`src/rtl/load_store_unit_pkg.sv`:
```
// =============================================================================
// Module   : load_store_unit_pkg
// Brief    : Shared RV32I load/store definitions: funct3 width codes, LSU
//            state encodings and the funct3 legality check.
// Revision : 1.0 - initial release
// =============================================================================
`default_nettype none

package load_store_unit_pkg;

    // RV32I load/store width codes
    localparam logic [2:0] F3_B  = 3'b000;
    localparam logic [2:0] F3_H  = 3'b001;
    localparam logic [2:0] F3_W  = 3'b010;
    localparam logic [2:0] F3_BU = 3'b100;
    localparam logic [2:0] F3_HU = 3'b101;

    // LSU control states
    typedef enum logic [2:0] {
        S_IDLE   = 3'd0,
        S_LOAD   = 3'd1,
        S_STORE  = 3'd2,
        S_RMW_RD = 3'd3,
        S_RMW_WR = 3'd4
    } lsu_state_t;

    // Stores only exist as B/H/W; loads add the unsigned B/H variants.
    function automatic logic f3_legal(input logic we, input logic [2:0] f3);
        logic ok;
        ok = (f3 == F3_B) || (f3 == F3_H) || (f3 == F3_W);
        if (!we) begin
            ok = ok || (f3 == F3_BU) || (f3 == F3_HU);
        end
        return ok;
    endfunction

endpackage

`default_nettype wire

```
`src/rtl/load_store_unit_if.sv`:
```
// =============================================================================
// Module   : load_store_unit_if
// Brief    : Core-side request/response bundle of the load/store unit.
//            master = core datapath, slave = load_store_unit.
// Revision : 1.0 - initial release
// =============================================================================
`default_nettype none

interface load_store_unit_if #(
    parameter int AW = 32
);
    logic          req_valid;
    logic          req_ready;
    logic          req_we;
    logic [2:0]    req_funct3;
    logic [AW-1:0] req_addr;
    logic [31:0]   req_wdata;
    logic          done;
    logic [31:0]   rdata;
    logic          access_fault;

    modport master (
        output req_valid, req_we, req_funct3, req_addr, req_wdata,
        input  req_ready, done, rdata, access_fault
    );

    modport slave (
        input  req_valid, req_we, req_funct3, req_addr, req_wdata,
        output req_ready, done, rdata, access_fault
    );
endinterface

`default_nettype wire

```
`src/rtl/load_store_unit_load_extend.sv`:
```
// =============================================================================
// Module   : lsu_load_extend
// Brief    : Picks the addressed byte/half from a big-endian memory word
//            (always the most significant lanes) and sign/zero extends it.
// Revision : 1.0 - initial release
// =============================================================================
`default_nettype none

module lsu_load_extend
    import load_store_unit_pkg::*;
(
    input  logic [31:0] mem_rd_i,
    input  logic [2:0]  funct3_i,
    output logic [31:0] rdata_o
);

    // Width/sign selection; the addressed byte sits in bits [31:24]
    always_comb begin
        rdata_o = mem_rd_i;
        case (funct3_i)
            F3_B:    rdata_o = {{24{mem_rd_i[31]}}, mem_rd_i[31:24]};
            F3_H:    rdata_o = {{16{mem_rd_i[31]}}, mem_rd_i[31:16]};
            F3_BU:   rdata_o = {24'd0, mem_rd_i[31:24]};
            F3_HU:   rdata_o = {16'd0, mem_rd_i[31:16]};
            default: rdata_o = mem_rd_i;
        endcase
    end

endmodule

`default_nettype wire

```
`src/rtl/load_store_unit.sv`:
```
// =============================================================================
// Module   : load_store_unit
// Brief    : RV32I load/store unit in front of a word-port, big-endian,
//            byte-addressed memory. Sub-word stores use a registered
//            read-modify-write. Optional feature macro LSU_MISALIGN_TRAP_EN
//            turns misaligned H/W accesses into access faults.
// Revision : 1.0 - initial release
// =============================================================================
`default_nettype none

module load_store_unit
    import load_store_unit_pkg::*;
#(
    parameter int MEM_BYTES = 1024,
    parameter int AW        = 32
)(
    input  logic                 clk,
    input  logic                 reset,
    load_store_unit_if.slave     core,
    output logic [AW-1:0]        mem_A,
    output logic [31:0]          mem_WD,
    output logic                 mem_WE,
    input  logic [31:0]          mem_RD
);

    localparam logic [AW:0] c_LAST_BYTE = (AW+1)'(MEM_BYTES - 1);
    localparam logic [AW:0] c_WORD_SPAN = (AW+1)'(3);

    lsu_state_t    state_q;
    logic [AW-1:0] addr_q;
    logic [31:0]   wdata_q;
    logic [2:0]    funct3_q;
    logic [23:0]   merge_q;
    logic [31:0]   rdata_q;
    logic          done_q;
    logic          fault_q;

    logic [AW:0]   w_end_addr;
    logic          w_misalign;
    logic          w_fault;
    logic [31:0]   w_ext;

    // Fault decision on the incoming request; the last byte touched is
    // computed one bit wider so the range check cannot wrap.
    assign w_end_addr = {1'b0, core.req_addr} + c_WORD_SPAN;

`ifdef LSU_MISALIGN_TRAP_EN
    assign w_misalign = (((core.req_funct3 == F3_H) || (core.req_funct3 == F3_HU)) && core.req_addr[0])
                     || ((core.req_funct3 == F3_W) && (core.req_addr[1:0] != 2'b00));
`else
    assign w_misalign = 1'b0;
`endif

    assign w_fault = (w_end_addr > c_LAST_BYTE)
                  || !f3_legal(core.req_we, core.req_funct3)
                  || w_misalign;

    lsu_load_extend u_ext (
        .mem_rd_i (mem_RD),
        .funct3_i (funct3_q),
        .rdata_o  (w_ext)
    );

    // Control FSM with latched request and registered responses
    always_ff @(posedge clk or posedge reset) begin
        if (reset) begin
            state_q  <= S_IDLE;
            addr_q   <= '0;
            wdata_q  <= '0;
            funct3_q <= '0;
            merge_q  <= '0;
            rdata_q  <= '0;
            done_q   <= 1'b0;
            fault_q  <= 1'b0;
        end else begin
            done_q  <= 1'b0;
            fault_q <= 1'b0;
            case (state_q)
                S_IDLE: begin
                    if (core.req_valid) begin
                        addr_q   <= core.req_addr;
                        wdata_q  <= core.req_wdata;
                        funct3_q <= core.req_funct3;
                        if (w_fault) begin
                            // No memory access; report at once and stay idle
                            done_q  <= 1'b1;
                            fault_q <= 1'b1;
                        end else if (!core.req_we) begin
                            state_q <= S_LOAD;
                        end else if (core.req_funct3 == F3_W) begin
                            state_q <= S_STORE;
                        end else begin
                            state_q <= S_RMW_RD;
                        end
                    end
                end
                S_LOAD: begin
                    rdata_q <= w_ext;
                    done_q  <= 1'b1;
                    state_q <= S_IDLE;
                end
                S_STORE: begin
                    done_q  <= 1'b1;
                    state_q <= S_IDLE;
                end
                S_RMW_RD: begin
                    // Only the bytes that survive the merge are kept
                    merge_q <= mem_RD[23:0];
                    state_q <= S_RMW_WR;
                end
                S_RMW_WR: begin
                    done_q  <= 1'b1;
                    state_q <= S_IDLE;
                end
                default: state_q <= S_IDLE;
            endcase
        end
    end

    // Write data: full word for SW, merged word for the RMW write cycle
    always_comb begin
        mem_WD = wdata_q;
        if (state_q == S_RMW_WR) begin
            if (funct3_q == F3_B) begin
                mem_WD = {wdata_q[7:0], merge_q};
            end else begin
                mem_WD = {wdata_q[15:0], merge_q[15:0]};
            end
        end
    end

    assign mem_A  = addr_q;
    assign mem_WE = (state_q == S_STORE) || (state_q == S_RMW_WR);

    assign core.req_ready    = (state_q == S_IDLE);
    assign core.done         = done_q;
    assign core.rdata        = rdata_q;
    assign core.access_fault = fault_q;

endmodule

`default_nettype wire
```
`src/flat_wrapper.sv`:
```
// flat-port wrapper written by rule: the top's interface ports become plain ports
module load_store_unit_flat import load_store_unit_pkg::*;
#(
    parameter int MEM_BYTES = 1024,
    parameter int AW        = 32
)
  (clk, reset, mem_A, mem_WD, mem_WE, mem_RD, core_req_valid, core_req_we, core_req_funct3, core_req_addr, core_req_wdata, core_req_ready, core_done, core_rdata, core_access_fault);
  load_store_unit_if #(.AW(AW)) core_i ();
  input  logic clk;
  input  logic reset;
  output logic [AW-1:0] mem_A;
  output logic [31:0] mem_WD;
  output logic mem_WE;
  input  logic [31:0] mem_RD;
  input wire logic [$bits(core_i.req_valid)-1:0] core_req_valid;
  input wire logic [$bits(core_i.req_we)-1:0] core_req_we;
  input wire logic [$bits(core_i.req_funct3)-1:0] core_req_funct3;
  input wire logic [$bits(core_i.req_addr)-1:0] core_req_addr;
  input wire logic [$bits(core_i.req_wdata)-1:0] core_req_wdata;
  output wire logic [$bits(core_i.req_ready)-1:0] core_req_ready;
  output wire logic [$bits(core_i.done)-1:0] core_done;
  output wire logic [$bits(core_i.rdata)-1:0] core_rdata;
  output wire logic [$bits(core_i.access_fault)-1:0] core_access_fault;
  assign core_i.req_valid = core_req_valid;
  assign core_i.req_we = core_req_we;
  assign core_i.req_funct3 = core_req_funct3;
  assign core_i.req_addr = core_req_addr;
  assign core_i.req_wdata = core_req_wdata;
  assign core_req_ready = core_i.req_ready;
  assign core_done = core_i.done;
  assign core_rdata = core_i.rdata;
  assign core_access_fault = core_i.access_fault;
  load_store_unit #(.MEM_BYTES(MEM_BYTES), .AW(AW)) u_core (.clk(clk), .reset(reset), .core(core_i), .mem_A(mem_A), .mem_WD(mem_WD), .mem_WE(mem_WE), .mem_RD(mem_RD));
endmodule
```
`config.mk`:
```
export PLATFORM = sky130hd
export DESIGN_NAME = load_store_unit_flat
export DESIGN_NICKNAME = d
export VERILOG_FILES = /design/src/rtl/load_store_unit_pkg.sv /design/src/rtl/load_store_unit_if.sv /design/src/rtl/load_store_unit_load_extend.sv /design/src/rtl/load_store_unit.sv /design/src/flat_wrapper.sv
export SDC_FILE = /design/constraint.sdc
export NUM_CORES = 1
export LEC_CHECK = 0
export BUFFER_PORTS_ARGS = -buffer_cell sky130_fd_sc_hd__buf_4
export CORE_UTILIZATION = 40
export DETAILED_ROUTE_END_ITERATION = 12
export GPL_TIMING_DRIVEN = 0
export HOLD_SLACK_MARGIN = 0.1
export PLACE_DENSITY = 0.73
export SLEW_MARGIN = 40
export SYNTH_ARGS = -nofsm -noshare
export SYNTH_HDL_FRONTEND = slang
export SYNTH_HIERARCHICAL = 1
export SYNTH_SLANG_ARGS = --single-unit
```
`constraint.sdc`:
```
create_clock -name clk -period 4.98 [get_ports clk]
set_input_delay 0.747 -clock clk [delete_from_list [all_inputs] [get_ports clk]]
set_output_delay 0.747 -clock clk [all_outputs]
set_load 0.05 [all_outputs]
```
==> results.cfg <==
[sta]
finClkSkew_ns = 0.00844
maxSlewHeadroom = 0.482
setup_viol = 0
drv_slew = 0
worst_pin_slew_ns = 0.776
tns_ns = 0
max_freq_mhz = 274
rsz0062_at_grt = no
hold_ws_ns = 0.387
fin_ws_ns = 1.33
fin_crit_ns = 3.65
hold_viol = 0
period_share = 0.733

[drt]
vias = 5812
remaining_drc_errors = 0
viasPerCell = 5.02
wl_um = 19100
drt_first_pass_iters = 5
ant_nets = 0
post_drt_wl_per_cell_um = 16.5
drt_iter0_drc = 288

[setup_path]
crit_fanout = 10
arrival_ns = 2.91
crit_start = u_core/state_q[1]$_DFFE_PP0P_
r2r_end = u_core/core.rdata[6]$_DFFE_PP0N_
r2r_slack_ns = 2.70
required_ns = 4.23
regToRegStartpoint = u_core/state_q[1]$_DFFE_PP0P_
cp-end-kind = output pin
start_kind = register
worstSetupPathType = reg2out
ff2ff_path_depth = 4

[cells_and_area]
nets = 1034
drive_gt1_frac = 0.335
diodes = 0
fillers = 1449
area_delta_synth_final_pct = 37.1

[placed_design]
pre_cts_ws_ns = 1.78
hpwl_um = 14500
gp_congestion = 0.819
io_buffers = 202

[power_and_ir_drop]
power_density_nw_per_um2 = 328
leakagePower_uw = 0.00456
vdd_drop_max_mv = 0.246

[clocking]
ctsRootBufferMaster = clkbuf_16
ctsHoldBuffers = 0
cts-resized-gates = 0
cts_made_buffers = 17
cts_tree = built
htreeDepth = 4
cts_setup_buffers = 0
cts.sinks = 128
clk_latency_ns = 0.41
path_clk_slew_ns = 0.06
cts_max_path_buffers = 2

[synthesis]
ys.flop_type = dfrtp_1
synth_cell_types = 63
synth.yosys.seq_area_share = 0.493
ys.warnings.count = 6
ys_ff_latch = 128
netlist_instances = 707
syn-num-nets = 812
synth_edf_count = 0
syn_avg_cell_area_um2 = 9.20
syn_area_um2 = 6500
async_flop_share = 1.00

[global_route]
grt_pass1_wl_um = 29600
grt_start_max_net_pins = 73
grt_remaining_overflow = 0
antenna_found_initial = 0
grt.total_usage = 0.235
grt_pass1_vias = 5655

[floorplan]
floorplan.initialDensity = 0.409
dieWidth_um = 130
die_area_um2 = 16800
row_count = 46
die_h_um = 130
io_pins = 203
coreArea_um2 = 15900

[run_status]
outcome = complete, no violations

[worst_hold_path]
min-delay-path-class = in2async

[flow_run]
max_cap_viol_count = 0
==> state kept, by name (all words and copies together), names as in the netlist <==
signal / count
u_core/merge_q: 24
u_core/state_q: 3
u_core/wdata_q: 32
u_core/core.rdata: 32
u_core/mem_A: 32
u_core/core.access_fault: 1
u_core/core.done: 1
u_core/funct3_q: 3
==> per-stage QoR <==
step	utilization	area (µm²)	total power, µW	cells
floorplan	-	6500	1490	707
global placement	0.522	8290	1720	1125
detailed placement	0.524	8330	1730	1126
CTS	0.561	8910	2950	1158
global route	0.561	8910	3050	1158
finish	0.561	8910	2930	1158
==> how the worst max path moves through the flow <==
stage | endpoint | slack (ns) | depth (start not counted)
2_1_floorplan | u_core/core.access_fault$_DFF_PP0_ | 0.82 | 1
3_3_place_gp | u_core/wdata_q[22]$_DFFE_PP0P_ | -0.74 | 2
3_5_place_dp | mem_WD[28] | 1.78 | 7
4_1_cts | mem_WD[28] | 1.31 | 7
5_1_grt | mem_WD[28] | 1.20 | 7
6_report | mem_WD[28] | 1.33 | 7
==> synthesized netlist by cell type, types with 5 or more instances <==
master,count,area share
nand2_1,287,0.17
dfrtp_1,128,0.49
mux2_2,48,0.083
clkbuf_1,31,0.018
a21oi_1,27,0.021
mux2i_1,27,0.042
nor2_1,26,0.015
a21o_1,16,0.018
nand3_1,9,0.0069
a2bb2oi_1,7,0.0094
o21ai_0,7,0.0054
inv_1,6,0.0035
nor3_1,5,0.0038
==> worst max-delay path, stage by stage, from the launching register on <==
cell      delay [ns]
dfrtp_1         0.36
clkbuf_1        0.14
nor3b_1         0.44
clkbuf_1        0.53
clkbuf_1        0.46
nor2_1          0.08
a21oi_1         0.23
buf_4           0.25
==> routing by layer <==
| metal | vias up | routed length (µm) | track usage |
|---|---|---|---|
| met4 | 0 | 178 | 0.0602 |
| li1 | 2814 | - | - |
| met5 | - | 0 | 0 |
| met2 | 197 | 9330 | 0.386 |
| met1 | 2785 | 8160 | 0.302 |
| met3 | 16 | 1470 | 0.0718 |
==> layout make-up <==
type,instances,area [µm²],share of cell area
Clock inverter,15,160,0.0180
Clock buffer,17,425,0.0477
Sequential cell,128,3200,0.359
Buffer,38,171,0.0192
Tap cell,216,270,0.0303
Multi-Input combinational cell,534,3110,0.348
Timing Repair Buffer,203,1540,0.173
Inverter,7,33.8,0.00379
==> power by group <==
part           switching, µW  internal, µW  total [µW]
sequential              36.1          1090        1130
clock                    476           741        1220
combinational            378           207         585
==> kinds of logic (layout without fill, tap and decap cells) <==
family                     count (synthesis)  in the layout  share of synthesized area
adders and majority gates                  2              2                    0.00385
DFF                                      128            128                      0.493
and+or+nand+nor                          369            369                      0.254
muxes                                     75             75                      0.125
AOI/OAI and AO/OA                         81             81                     0.0851
xor gates and xnor gates                   7              7                    0.00943
buffers and inverters                     45            280                     0.0304
==> cells in the final DEF (no fill, tap or decap), types with 2 or more instances in the layout <==
| cell type | n |
|---|---|
| nand2_1 | 287 |
| buf_4 | 203 |
| dfrtp_1 | 128 |
| mux2_2 | 48 |
| clkbuf_1 | 31 |
| a21oi_1 | 27 |
| mux2i_1 | 27 |
| nor2_1 | 26 |
| clkbuf_16 | 17 |
| a21o_1 | 16 |
| nand3_1 | 9 |
| o21ai_0 | 7 |
| a2bb2oi_1 | 7 |
| clkinvlp_4 | 5 |
| inv_1 | 5 |
| inv_6 | 4 |
| nor3_1 | 4 |
| nand4_1 | 4 |
| xnor2_1 | 4 |
| and3_1 | 4 |
| o21ai_1 | 4 |
| xor2_1 | 3 |
| o22ai_1 | 3 |
| and4_1 | 3 |
| nor3b_1 | 3 |
| buf_2 | 3 |
| clkinv_4 | 2 |
| clkinv_2 | 2 |
| bufinv_16 | 2 |
| and3_2 | 2 |
| nand4b_1 | 2 |
| nand2b_1 | 2 |
| nand4_2 | 2 |
| nor3_4 | 2 |
| nor4_4 | 2 |
| a311oi_1 | 2 |
| a31oi_1 | 2 |
| or3b_1 | 2 |
| nand3b_1 | 2 |
| ha_1 | 2 |
Power figures use the tool's default switching activity.
